$ cat src/rtl/up_counter_pkg.sv
// Shared types and constants for the loadable up counter.
//   UPC_WIDTH      : default count/load/limit width
//   UPC_PRESCALE_W : default prescaler divisor width
//   upc_mode_e     : terminal-count behaviour (wrap to 0 or saturate at limit)
//   upc_count_t    : count value at the default width
package up_counter_pkg;

  localparam int unsigned UPC_WIDTH      = 6;
  localparam int unsigned UPC_PRESCALE_W = 4;

  typedef enum logic {
    UPC_MODE_WRAP = 1'b0,
    UPC_MODE_SAT  = 1'b1
  } upc_mode_e;

  typedef logic [UPC_WIDTH-1:0] upc_count_t;

endpackage

$ cat src/rtl/up_counter_prescaler.sv
// Tick generator for up_counter_ctl. Counts enabled cycles and emits a one-cycle
// tick when the internal count equals prescale, then restarts from 0.
//   clk      : rising-edge clock
//   rst      : synchronous active-high reset
//   clr      : restarts the phase at 0 (driven by the counter's load)
//   en       : count enable; the phase holds while low
//   prescale : divisor minus 1 (0 = tick on every enabled cycle)
//   tick     : combinational tick, valid in the cycle the compare matches
module up_counter_prescaler
  import up_counter_pkg::*;
#(
  parameter int unsigned PRESCALE_W = UPC_PRESCALE_W
) (
  input  logic                  clk,
  input  logic                  rst,
  input  logic                  clr,
  input  logic                  en,
  input  logic [PRESCALE_W-1:0] prescale,
  output logic                  tick
);

  logic [PRESCALE_W-1:0] pcnt_q, pcnt_d;

  always_comb begin
    tick   = en && (pcnt_q == prescale);
    pcnt_d = pcnt_q;
    if (clr) begin
      pcnt_d = '0;
    end else if (tick) begin
      pcnt_d = '0;
    end else if (en) begin
      // If prescale shrank below the phase, this rolls over and matches on the way round.
      pcnt_d = pcnt_q + PRESCALE_W'(1);
    end
  end

  always_ff @(posedge clk) begin
    if (rst) begin
      pcnt_q <= '0;
    end else begin
      pcnt_q <= pcnt_d;
    end
  end

endmodule

$ cat src/rtl/up_counter_ctl.sv
// Loadable up counter with programmable terminal value, wrap/saturate modes,
// a one-cycle wrap pulse and a sticky overflow flag. All outputs are registered.
// Optional feature: define UP_COUNTER_PRESCALE_EN to advance only on prescaler ticks.
//   clk      : rising-edge clock
//   rst      : synchronous active-high reset
//   en       : count enable
//   load     : load load_val (beats advance)
//   load_val : value to load
//   limit    : terminal count value
//   mode_sat : 0 = wrap to 0, 1 = saturate at limit
//   clr_ovf  : clears ovf (a simultaneous overflow wins)
//   prescale : tick divisor minus 1, unused without the macro
//   count    : current count
//   wrap     : pulse in the cycle count first reads 0 after a wrap
//   ovf      : sticky overflow flag
module up_counter_ctl
  import up_counter_pkg::*;
#(
  parameter int unsigned WIDTH      = UPC_WIDTH,
  parameter int unsigned PRESCALE_W = UPC_PRESCALE_W
) (
  input  logic                  clk,
  input  logic                  rst,
  input  logic                  en,
  input  logic                  load,
  input  logic [WIDTH-1:0]      load_val,
  input  logic [WIDTH-1:0]      limit,
  input  logic                  mode_sat,
  input  logic                  clr_ovf,
  input  logic [PRESCALE_W-1:0] prescale,
  output logic [WIDTH-1:0]      count,
  output logic                  wrap,
  output logic                  ovf
);

  logic tick;

`ifdef UP_COUNTER_PRESCALE_EN
  up_counter_prescaler #(
    .PRESCALE_W(PRESCALE_W)
  ) u_prescaler (
    .clk      (clk),
    .rst      (rst),
    .clr      (load),
    .en       (en),
    .prescale (prescale),
    .tick     (tick)
  );
`else
  logic unused_prescale;
  assign unused_prescale = ^prescale;
  assign tick            = 1'b1;
`endif

  logic [WIDTH-1:0] count_q, count_d;
  logic             wrap_q, wrap_d;
  logic             ovf_q, ovf_d;
  logic             advance;
  logic             at_limit;
  logic             ovf_set;
  upc_mode_e        mode;

  assign mode     = upc_mode_e'(mode_sat);
  assign advance  = en && tick;
  // >= rather than == so a loaded value above limit still terminates.
  assign at_limit = (count_q >= limit);

  always_comb begin
    count_d = count_q;
    wrap_d  = 1'b0;
    ovf_set = 1'b0;
    if (load) begin
      count_d = load_val;
    end else if (advance) begin
      if (at_limit) begin
        ovf_set = 1'b1;
        if (mode == UPC_MODE_SAT) begin
          count_d = limit;
        end else begin
          count_d = '0;
          wrap_d  = 1'b1;
        end
      end else begin
        count_d = count_q + WIDTH'(1);
      end
    end
    if (ovf_set) begin
      ovf_d = 1'b1;
    end else if (clr_ovf) begin
      ovf_d = 1'b0;
    end else begin
      ovf_d = ovf_q;
    end
  end

  always_ff @(posedge clk) begin
    if (rst) begin
      count_q <= '0;
      wrap_q  <= 1'b0;
      ovf_q   <= 1'b0;
    end else begin
      count_q <= count_d;
      wrap_q  <= wrap_d;
      ovf_q   <= ovf_d;
    end
  end

  assign count = count_q;
  assign wrap  = wrap_q;
  assign ovf   = ovf_q;

endmodule
$ cat config.mk
export PLATFORM = sky130hd
export DESIGN_NAME = up_counter_ctl
export DESIGN_NICKNAME = d
export VERILOG_FILES = /design/src/rtl/up_counter_pkg.sv /design/src/rtl/up_counter_prescaler.sv /design/src/rtl/up_counter_ctl.sv
export SDC_FILE = /design/constraint.sdc
export NUM_CORES = 1
export LEC_CHECK = 0
export ABC_AREA = 1
export BUFFER_PORTS_ARGS = -buffer_cell sky130_fd_sc_hd__buf_2
export CAP_MARGIN = 20
export CORE_MARGIN = 8
export CORE_UTILIZATION = 46
export DETAILED_ROUTE_END_ITERATION = 16
export PLACE_DENSITY = 0.78
export SLEW_MARGIN = 10
export SYNTH_ARGS = -nofsm -noshare
export SYNTH_HDL_FRONTEND = slang
export SYNTH_SLANG_ARGS = --single-unit
$ cat constraint.sdc
create_clock -name clk -period 1.95 [get_ports clk]
set_input_delay 0 -clock clk [delete_from_list [all_inputs] [get_ports clk]]
set_output_delay 0 -clock clk [all_outputs]
set_load 0.03 [all_outputs]
==> results of run 1 <==
==> how the worst min path moves through the flow <==
stage                start                    end  slack, ns  depth (start not counted)
4_1_cts        load_val[4]  count[4]$_SDFFE_PP0P_       0.04                          3
2_1_floorplan     mode_sat        wrap$_SDFF_PP0_       0.07                          1
3_3_place_gp       clr_ovf       ovf$_SDFFE_PP0P_       0.19                          2
6_report       load_val[4]  count[4]$_SDFFE_PP0P_       0.05                          3
5_1_grt        load_val[4]  count[4]$_SDFFE_PP0P_       0.04                          3
3_5_place_dp       clr_ovf       ovf$_SDFFE_PP0P_       0.20                          2
==> state kept, by name (all words and copies together) (netlist names) <==
register	flops
ovf	1
wrap	1
count	6
==> worst max-delay path, delay by kind of cell, from the launching register on <==
family | cells | cell delay (ns)
AO/OA/AOI/OAI | 1 | 0.12
buffers and inverters | 2 | 0.17
adder cells (fa/ha/maj) | 1 | 0.27
flip-flops | 1 | 0.43
AND/OR/NAND/NOR | 7 | 0.54
==> logic make-up after synthesis <==
group / after synthesis / synth area share
XOR/XNOR: 1 / 0.01266
adder cells (fa/ha/maj): 7 / 0.1266
AND/OR/NAND/NOR: 52 / 0.3653
AO/OA/AOI/OAI: 16 / 0.1700
flip-flops: 8 / 0.2315
buffers and inverters: 17 / 0.09401
==> per-layer routing <==
metal  track usage  vias to the layer above
met5             0                        -
met2        0.2245                       24
li1              -                      402
met4       0.04918                        0
met1        0.1459                      345
met3       0.07609                        5
==> synth_stat cells <==
| library cell | instances | area share |
|---|---|---|
| nand2_1 | 28 | 0.15 |
| nand3_1 | 13 | 0.094 |
| dfxtp_1 | 8 | 0.23 |
| nand4_1 | 1 | 0.0090 |
| o21bai_1 | 2 | 0.022 |
| nand2_2 | 2 | 0.018 |
| nand3b_1 | 2 | 0.022 |
| a21oi_4 | 1 | 0.024 |
| nand2_4 | 1 | 0.016 |
| inv_1 | 14 | 0.076 |
| o31ai_1 | 1 | 0.011 |
| buf_2 | 1 | 0.0072 |
| inv_2 | 1 | 0.0054 |
| a22oi_1 | 6 | 0.065 |
| ha_1 | 7 | 0.13 |
| buf_1 | 1 | 0.0054 |
| nor2_1 | 3 | 0.016 |
| a21oi_2 | 1 | 0.013 |
| a21oi_1 | 5 | 0.036 |
| nor2_8 | 1 | 0.029 |
| xnor2_1 | 1 | 0.013 |
| nor2_2 | 1 | 0.0090 |
==> power groups by stage <==
stage | combinational [mW] | clock [mW] | sequential [mW]
after CTS | 0.180 | 0.138 | 0.187
after global routing | 0.200 | 0.146 | 0.189
final | 0.179 | 0.133 | 0.187
after global placement | 0.171 | 0 | 0.190
after detailed placement | 0.175 | 0 | 0.191
after floorplan | 0.0994 | 0 | 0.211
==> through the flow <==
| step | worst slack, ns | cell area (um^2) | hold slack [ns] | utilization | std cells |
|---|---|---|---|---|---|
| floorplan | 0.3283 | 691.9 | 0.07238 | - | 101 |
| global placement | 0.4071 | 843.3 | 0.1937 | 0.5800 | 142 |
| detailed placement | 0.3795 | 843.3 | 0.1954 | 0.5800 | 142 |
| CTS | 0.3580 | 895.9 | 0.03584 | 0.6162 | 148 |
| global route | 0.1904 | 895.9 | 0.03887 | 0.6162 | 148 |
| finish | 0.3397 | 895.9 | 0.04598 | 0.6162 | 148 |
==> area by class of cell <==
cell class / instances / area, um^2
clock buffer: 3 / 22.52
tap: 16 / 20.02
multi-input combinational: 76 / 466.7
inverter: 15 / 56.30
sequential: 8 / 160.2
fill: 152 / 558.0
timing repair buffer: 30 / 170.2
==> repair_timing <==
action / in CTS / in global routing
endpoints found under the hold margin: 3 / 0
gates resized for setup: 0 / 0
buffers inserted: 0 / 0
hold buffers: 3 / 0
==> cell usage in the layout, fill, tap and decap left out, types with 3 or more instances in the layout <==
| cell type | synthesis | layout |
|---|---|---|
| ha_1 | 7 | 7 |
| nand2_1 | 28 | 28 |
| nand3_1 | 13 | 13 |
| inv_1 | 14 | 14 |
| dlygate4sd3_1 | 0 | 3 |
| nor2_1 | 3 | 3 |
| a22oi_1 | 6 | 6 |
| buf_2 | 1 | 25 |
| a21oi_1 | 5 | 5 |
| clkbuf_4 | 0 | 3 |
| dfxtp_1 | 8 | 8 |
==> impl_metrics.ini, run 1 <==
[drt]
wl_met2_um = 849
ant_nets = 0
route.detailed.wl_per_inst_um = 12.39
top_layer_used = met4
wl_mm = 1.834
drt_iter0_markers = 17
firstDrtPassIters = 4
met3_wirelength_um = 183
wl_met1_um = 774
vias_per_cell = 5.243
vias = 776
drcViolationCount = 0

[worst_setup_path]
crit_path_start_kind = flip-flop
r2r_end = count[1]$_SDFFE_PP0P_
r2r_cells = 11
max_stage_delay_ns = 0.43
crit_start = count[0]$_SDFFE_PP0P_
cpMaxStageDelayCell = dfxtp_1
path_cells = inv_1 > ha_1 > inv_1 > nand2_1 > nand2_1 > nand2_1 > nand2_2 > nand2_4 > nand2_1 > nand3_1 > a21oi_1
r2r_slack_ns = 0.34
crit_type = flip-flop to flip-flop
endpoint = count[1]$_SDFFE_PP0P_
cpMostUsedCell = nand2_1
cp.arrival_ns = 1.80
worstSetupEndpointType = flip-flop
r2r_start = count[0]$_SDFFE_PP0P_
worst-path-max-fanout = 7
cp.required_ns = 2.14

[pwr]
swShare = 0.3630
power_mw = 0.4995
switching_power_mw = 0.1813
sequentialPowerShare = 0.374
p_leak_nw = 0.4801
vdd_drop_max_mv = 0.4432
power_density_mw_per_mm2 = 557.6
p_int_mw = 0.3182
clockPowerShare = 0.266
power_frac_comb = 0.359

[run]
drv_cap = 0

[floorplanning]
ioPinCount = 30
start_util = 0.4759
rows = 14
die_area_mm2 = 0.003001
die_w_um = 54.79
dieHeight_um = 54.79
core_area_mm2 = 0.001454

[timing]
tightestPinTransition_ns = 0.2547
finalSetupTns_ns = 0
fmax_mhz = 621.0
rsz0062_at_grt = no
max_slew_margin = 0.8298
finalCriticalPeriod_ns = 1.610
skew_ns = 0.007256
maxSlewViolCount = 0
finalHoldViolCount = 0
fin_crit_sh = 0.8258
setup_violations = 0

[clock_tree]
cts_sinks = 8
cts_tree = built
clk_latency_ns = 0.26
h-tree-depth = 1
cts_root_buffer = clkbuf_4
cts_buffer_depth = 2
clkSlewWorstSetupHoldPaths_ns = 0.06
cts_buffers = 3

[outcome]
outcome = finished clean

[grt]
grt_usage = 0.1375
grt_start_max_net_pins = 9
antenna_found_initial = 0
grt_overflow = 0
grt_pass1_vias = 724
grt_first_pass_wirelength_mm = 3.042

[place]
dp_hpwl_mm = 1.466
portBuffers = 25
place_congestion = 0.8355

[final_layout]
layout.nets = 163
layout-drive-gt1-share = 0.2879
n_antenna_cell = 0
syn_to_final_growth_pct = 29.48

[synth]
ys_types = 22
synth.net_count = 130
yosysSeqAreaShare = 0.2315
avgSynthCellArea_um2 = 6.851
ys_ff_latch = 8
synth_warnings = 0
synth_area_um2 = 691.9
synthCells = 101

[worst_hold_path]
holdCritPathClass = primary input to flip-flop
Note: power is estimated with default switching activity, not from simulation.
==> inputs of run 2 (changes only) <==
clock period = 1.5 ns   (was 1.95 ns; I/O delays follow)
==> impl_metrics.ini, run 2 (synthesis gave the netlist of run 1 again) <==
[outcome]
outcome = finished clean

[clock_tree]
cts_tree = built
cts_buffers = 3
clkSlewWorstSetupHoldPaths_ns = 0.06
clk_latency_ns = 0.27
cts_sinks = 8
cts_buffer_depth = 2
h-tree-depth = 1
cts_root_buffer = clkbuf_4

[grt]
grt_pass1_vias = 737
grt_start_max_net_pins = 9
grt_overflow = 0
grt_first_pass_wirelength_mm = 3.029
antenna_found_initial = 0
grt_usage = 0.1388

[floorplanning]
core_area_mm2 = 0.001454
start_util = 0.4759
ioPinCount = 30
dieHeight_um = 54.79
die_w_um = 54.79
rows = 14
die_area_mm2 = 0.003001

[timing]
finalSetupTns_ns = 0
setup_violations = 0
tightestPinTransition_ns = 0.2438
fmax_mhz = 690.9
finalHoldViolCount = 0
fin_crit_sh = 0.9650
max_slew_margin = 0.8373
skew_ns = 0.009409
maxSlewViolCount = 0
finalCriticalPeriod_ns = 1.447

[final_layout]
n_antenna_cell = 0
largest_reg_flops = 6
layout.nets = 169
layout_commonest_cell = buf_2
layout_common_cells = buf_2, nand2_1, inv_1
syn_to_final_growth_pct = 49.37
fin_util = 0.7108
layout-drive-gt1-share = 0.4565

[worst_hold_path]
hold_path.startpoint = load_val[4]
holdCritPathClass = primary input to flip-flop

[worst_setup_path]
crit_type = flip-flop to flip-flop
r2r_start = count[3]$_SDFFE_PP0P_
crit_path_start_kind = flip-flop
worst-path-max-fanout = 6
cp.required_ns = 1.64
crit_start = count[3]$_SDFFE_PP0P_
cp.arrival_ns = 1.59
worstSetupEndpointType = flip-flop

[place]
place_congestion = 0.7975
dp_hpwl_mm = 1.542
portBuffers = 25

[pwr]
p_leak_nw = 0.5211
p_int_mw = 0.4474
vdd_drop_max_mv = 0.4774
sequentialPowerShare = 0.345
power_frac_comb = 0.411
switching_power_mw = 0.2560
clockPowerShare = 0.244
power_density_mw_per_mm2 = 680.6
swShare = 0.3639

[drt]
drt_iter0_markers = 9
route.detailed.wl_per_inst_um = 12.83
vias_per_cell = 5.292
drcViolationCount = 0
vias = 815
firstDrtPassIters = 4
wl_mm = 1.976
ant_nets = 0

[run]
drv_cap = 0
-- run 2: cell types whose count changed in the layout (fill, tap and decap cells not counted), moves of 4 or more --
| cell | change |
|---|---|
| dfxtp_2 | +5 |
| nand2_2 | +4 |
| ha_1 | -4 |
| buf_4 | +5 |
| dfxtp_1 | -6 |
| nand2_1 | -5 |
| ha_4 | +4 |
-- run 2: path summary, 6_finish.rpt --
kind	endpoint	slack, ns	cells past startpoint
min reg2reg	ovf$_SDFFE_PP0P_	0.46	2
min	count[4]$_SDFFE_PP0P_	0.02	3
max	count[1]$_SDFFE_PP0P_	0.05	8
max reg2reg	count[1]$_SDFFE_PP0P_	0.05	8
-- run 2: stage by stage --
step / setup WS [ns] / total power, mW / std cells / cell area [um^2] / hold WS [ns]
final: 0.05252 / 0.7034 / 154 / 1033 / 0.02356
after global routing: -0.009427 / 0.7547 / 154 / 1033 / 0.05291
after CTS: 0.04030 / 0.6637 / 151 / 924.6 / 0.03826
after detailed placement: 0.06007 / 0.4866 / 145 / 872.1 / 0.1933
after global placement: 0.08638 / 0.4800 / 145 / 872.1 / 0.1936
after floorplan: 0.02813 / 0.4057 / 101 / 698.2 / 0.07238
-- run 2: final cells by class --
type / instances / area (um^2)
Clock buffer: 3 / 22.52
Fill cell: 130 / 420.4
Inverter: 15 / 56.30
Multi-Input combinational cell: 76 / 545.5
Sequential cell: 8 / 170.2
Tap cell: 16 / 20.02
Timing Repair Buffer: 36 / 219.0
-- run 2: routing by layer --
| layer | track usage | vias up | share of wire |
|---|---|---|---|
| met5 | 0 | - | 0 |
| li1 | - | 410 | - |
| met4 | 0.04508 | 0 | 0.0061 |
| met1 | 0.1358 | 375 | 0.37 |
| met2 | 0.2377 | 26 | 0.52 |
| met3 | 0.08424 | 4 | 0.10 |
-- run 2: worst max-delay path, stage by stage, from the launching register on --
cell	delay [ns]
dfxtp_4	0.36
ha_4	0.21
nand2_2	0.06
nand2_2	0.06
a21oi_4	0.25
buf_4	0.16
nand3b_1	0.07
nand3_1	0.09
a21oi_1	0.06
-- run 2: power by group through the flow --
stage / sequential (mW) / clock, mW / combinational (mW)
after floorplan: 0.276 / 0 / 0.129
after global placement: 0.244 / 0 / 0.236
after detailed placement: 0.245 / 0 / 0.242
after CTS: 0.240 / 0.175 / 0.249
after global routing: 0.244 / 0.189 / 0.321
final: 0.243 / 0.172 / 0.289
-- run 2: repair_timing --
action | CTS | global route
hold buffers | 3 | 0
buffers inserted | 0 | 3
setup endpoints to repair | 0 | 7
gates resized for setup | 0 | 17
hold endpoints to repair | 5 | 0
